## config.mk

```make
export PLATFORM = sky130hd
export DESIGN_NAME = au
export DESIGN_NICKNAME = d
export VERILOG_FILES = /design/src/rtl/au.sv
export SDC_FILE = /design/constraint.sdc
export NUM_CORES = 1
export LEC_CHECK = 0
export CAP_MARGIN = 0
export CORE_UTILIZATION = 43
export CTS_CLUSTER_SIZE = 20
export DETAILED_ROUTE_END_ITERATION = 10
export PLACE_DENSITY = 0.75
export SLEW_MARGIN = 20
export SYNTH_ARGS = -nofsm -noshare
export SYNTH_HDL_FRONTEND = slang
export SYNTH_SLANG_ARGS = --single-unit
```

## constraint.sdc

```tcl
create_clock -name clk -period 3.7 [get_ports clk]
set_clock_uncertainty 0.1 [all_clocks]
set_input_delay 0.74 -clock clk [delete_from_list [all_inputs] [get_ports clk]]
set_output_delay 0.74 -clock clk [all_outputs]
set_load 0.02 [all_outputs]
```

## src/rtl/au.sv

```systemverilog
// Arithmetic unit: 3-bit add/subtract (unsigned or signed) with overflow flag
// and magnitude compare of a against b, all registered with one-cycle latency.
// Optional feature: define AU_SAT_EN to saturate y whenever ov is set.
module au (
  input  logic       clk,
  input  logic       rst,
  input  logic       in_valid,
  input  logic [2:0] a,
  input  logic [2:0] b,
  input  logic [1:0] op,
  output logic [2:0] y,
  output logic       ov,
  output logic       gt,
  output logic       lt,
  output logic       eq,
  output logic       out_valid
);

  typedef enum logic [1:0] {
    OP_ADDU = 2'b00,
    OP_SUBU = 2'b01,
    OP_ADD  = 2'b10,
    OP_SUB  = 2'b11
  } op_e;

  op_e        op_s;
  logic [3:0] sum;
  logic [3:0] dif;
  logic [2:0] y_d, y_q;
  logic       ov_d, ov_q;
  logic       gt_d, gt_q;
  logic       lt_d, lt_q;
  logic       eq_d, eq_q;
  logic       vld_q;

  assign op_s = op_e'(op);

  // Combinational result, overflow and compare flags for the sampled operands.
  always_comb begin
    sum  = {1'b0, a} + {1'b0, b};
    dif  = {1'b0, a} - {1'b0, b};
    y_d  = '0;
    ov_d = 1'b0;
    case (op_s)
      OP_ADDU: begin
        y_d  = sum[2:0];
        ov_d = sum[3];
      end
      OP_SUBU: begin
        // bit 3 of the zero-extended difference is the borrow (a < b)
        y_d  = dif[2:0];
        ov_d = dif[3];
      end
      OP_ADD: begin
        y_d  = sum[2:0];
        ov_d = (a[2] == b[2]) && (sum[2] != a[2]);
      end
      OP_SUB: begin
        y_d  = dif[2:0];
        ov_d = (a[2] != b[2]) && (dif[2] != a[2]);
      end
      default: begin
        y_d  = '0;
        ov_d = 1'b0;
      end
    endcase

`ifdef AU_SAT_EN
    // Clamp to the range limit in the direction of the overflow; for signed ops
    // the sign of a tells which end was exceeded.
    if (ov_d) begin
      case (op_s)
        OP_ADDU: y_d = 3'b111;
        OP_SUBU: y_d = 3'b000;
        default: y_d = a[2] ? 3'b100 : 3'b011;
      endcase
    end
`endif

    eq_d = (a == b);
    if (op[1]) begin
      lt_d = ($signed(a) < $signed(b));
      gt_d = ($signed(a) > $signed(b));
    end else begin
      lt_d = (a < b);
      gt_d = (a > b);
    end
  end

  // Output registers: clear on reset, load on in_valid, otherwise hold.
  always_ff @(posedge clk) begin
    if (rst) begin
      y_q   <= '0;
      ov_q  <= 1'b0;
      gt_q  <= 1'b0;
      lt_q  <= 1'b0;
      eq_q  <= 1'b0;
      vld_q <= 1'b0;
    end else begin
      vld_q <= in_valid;
      if (in_valid) begin
        y_q  <= y_d;
        ov_q <= ov_d;
        gt_q <= gt_d;
        lt_q <= lt_d;
        eq_q <= eq_d;
      end
    end
  end

  assign y         = y_q;
  assign ov        = ov_q;
  assign gt        = gt_q;
  assign lt        = lt_q;
  assign eq        = eq_q;
  assign out_valid = vld_q;

endmodule

```

==> metrics.md <==
| Metric | Value |
|---|---|
| Register bit count reported by yosys | 8 |
| I/O Pins | 19 |
| CTS buffer count | 3 |
| Seq pwr share | a little under two fifths |
| Max Root-Sink Buffers | 2 |
| Layout Area Growth over Synthesis | 36.2% |
| Post-synth EDFFs | 0 |
| GPL Wtd Cong | approximately 0.70 |
| Max-Cap Viols | 0 |
| Worst reg2reg setup slack | roughly 3.0 ns |
| Initial DRC count | 3 |
| Final hold vios | 0 |
| Reg clk slew, reported paths | 0.05 ns |
| Power Internal | 180 uW |
| Post-synthesis mux area share | 4.42% |
| FP Rows | 12 |
| Post-CTS Setup Bufs | 0 |
| Syn Area/Cell | 8.86 um2 |
| Storage cell area | about 160 um2 |
| Die Width | around 38 um |
| Final slew viol count | 0 |
| CTS tree | built |
| Critical Path End Type | flop |
| Switch Pwr | about 77 uW |
| Vias in the first global route | ~440 |
| FILL cells | about 110 |
| Core area | around 1200 um2 |
| Post-route ant nets | 0 |
| Adder-cell share of the synthesized area | 23.8% |
| CTS sink count | 8 |
| IO Port Bufs | 18 |
| Initial antenna violation count | 0 |
| CP max FO | 3 |
| Simple-Gate Fraction of Synth Area | around 15% |
| Clock root buffer | clkbuf_4 |
| Switching share of power | about 30% |
| Via count | approximately 480 |
| Hold crit path type | flop to flop |
| Nets | 104 |
| Largest cells by area after synthesis | dfxtp_1 (28%), ha_1 (13%), fa_1 (11%) |
| Syn Nets | 84 |
| Mapped Area | roughly 570 um2 |
| Share of the synthesized area in the top cell type | around 28% |
| Main combinational cell family by area after synthesis | adder cells |
| Deepest level of the CTS H-tree | 1 |
| DRC errors left | 0 |
| Highest Clock Rate | about 310 MHz |
| Largest net degree at the start of global routing | 11 |
| Lkg Pwr | roughly 0.00033 uW |
| Final worst path period share | 86.6% |
| Cts hold-fix bufs | 0 |
| Clock Latency Late Sink | 0.25 ns |
| CP Class | input port to flop |
| Post-DR wirelength/cell | approximately 11 um |
| Critical path data arrival time | ~3.3 ns |
| Via density | roughly 5.0 |
| Post-CTS Resized | 0 |
| VDD IR-drop max | 0.153 mV |
| Global-route wire length before repair | approximately 1.8 mm |
| Critical Path RT | ~3.7 ns |
| Area of the multi-input gates | ~370 um2 |
| Setup_tns | 0 ns |
| Overall Global Routing Usage | 18.2% |
| Initial Utilization | between 40 and 50% |
| Layout cells sized above 1 | under 10% |
| Top_reg_cell synth | dfxtp_1 |
| Routed wire length | around 1.0 mm |
| Slew headroom | between 80% and 90% |
| Antenna cells | 0 |
| Clock network power share | around a quarter |
| Combinational group share of total power | 36.6% |
| Register area share after synthesis | between 20% and 30% |
| Cell Pwr Density | between 300 and 400 nW/um2 |
| 1st-pass router iterations | 3 |
| Startpoint Class | input port |
| DP HPWL | about 870 um |
| Unrepaired setup endpoints after global routing | no |
| Fin util | between 60% and 70% |
| Die area | 1470 um2 |
| Yosys top cell by area | dfxtp_1 |
| Most common library cells after synthesis | dfxtp_1 (8), nand2_1 (7), ha_1 (6), inv_1 (6), nor2_1 (5) |
| XOR/XNOR Fraction of Synth Area | between 7 and 8% |
| Total congestion overflow | 0 |
| Run status | finished clean |
| Ys Warns | 0 |
| Post-synth cell types | 22 |
| Die height | 38.3 um |
| FFs w/ async S/R, synth | 0% |
| Worst-margin pin slew | about 0.30 ns |
| Synth Area in Compound Gates | roughly 15% |
| Most common cell in the synthesized netlist | dfxtp_1 |
| Post-Synthesis Cells | 64 |
| Post-route minimum period | ~3.2 ns |
| Final setup violation count | 0 |
-- cell type report --
| cell class | instances | area share [%] |
|---|---|---|
| multi-input combinational | 47 | 47.8 |
| inverter | 6 | 2.92 |
| clock buffer | 3 | 2.92 |
| sequential | 8 | 20.7 |
| tap | 14 | 2.27 |
| timing repair buffer | 18 | 23.3 |
-- critical path, stage by stage --
cell,delay (ns)
clkdlybuf4s50_1,0.48
ha_1,0.17
inv_1,0.06
fa_1,0.41
fa_1,0.57
xor2_1,0.21
xnor2_1,0.09
mux2_4,0.26
a32o_2,0.25
-- placed cells by master (no fill, tap or decap), drive strengths merged --
| cell | Yosys | layout |
|---|---|---|
| inv | 6 | 6 |
| a211oi | 2 | 2 |
| nand3 | 1 | 1 |
| a32o | 1 | 1 |
| nand4 | 1 | 1 |
| dfxtp | 8 | 8 |
| o221ai | 1 | 1 |
| nand2 | 7 | 7 |
| ha | 6 | 6 |
| mux2i | 1 | 1 |
| nand2b | 3 | 3 |
| o21ai | 4 | 4 |
| fa | 3 | 3 |
| a21oi | 4 | 4 |
| clkdlybuf4s50 | 0 | 18 |
| mux2 | 1 | 1 |
| clkbuf | 2 | 3 |
| xor2 | 3 | 3 |
| nor2 | 5 | 5 |
| xnor2 | 2 | 2 |
| o211ai | 1 | 1 |
| nand3b | 1 | 1 |
-- flip-flops by register name, indices dropped and copies added (netlist names) --
| signal | count |
|---|---|
| y | 3 |
| eq | 1 |
| gt | 1 |
| lt | 1 |
| out_valid | 1 |
| ov | 1 |
-- path summary, 6_finish.rpt --
path                        to               from  cells after the start
max reg2reg  y[1]$_SDFFE_PP0P_  y[1]$_SDFFE_PP0P_                      2
min reg2reg    ov$_SDFFE_PP0P_    ov$_SDFFE_PP0P_                      2
min            ov$_SDFFE_PP0P_    ov$_SDFFE_PP0P_                      2
max            gt$_SDFFE_PP0P_               b[0]                      9
-- power by group through the flow --
stage	Clock (uW)	Sequential [uW]	Combinational, uW
floorplan	0	108	49.6
global placement	0	98.8	92.6
detailed placement	0	99.3	94.6
CTS	68.4	97.4	94.7
global route	71.0	98.1	105
finish	65.8	97.2	94.1
-- through the flow --
step                cell area, um2  instances  power (uW)  hold WS, ns  worst slack [ns]
floorplan                      567         64         158        0.433             0.814
finish                         772         96         257        0.362             0.495
CTS                            772         96         261        0.368             0.510
detailed placement             749         93         194        0.362             0.235
global placement               749         93         191        0.338             0.297
global route                   772         96         274        0.382             0.394
-- layer usage --
metal,track usage [%],wire length (um),part of all wire (%)
met5,0,0,0
met3,5.23,39,3.7
met2,30.1,475,45
met4,10.7,29,2.8
met1,20.4,500,48
-- logic make-up (layout without fill, tap and decap cells) --
family | after synthesis | in the layout
compound gates | 13 | 13
buf+inv | 9 | 27
simple gates | 18 | 18
fa+ha+maj | 9 | 9
mux | 2 | 2
flops | 8 | 8
xor+xnor | 5 | 5
No activity file was read; power rests on OpenSTA's default activity.
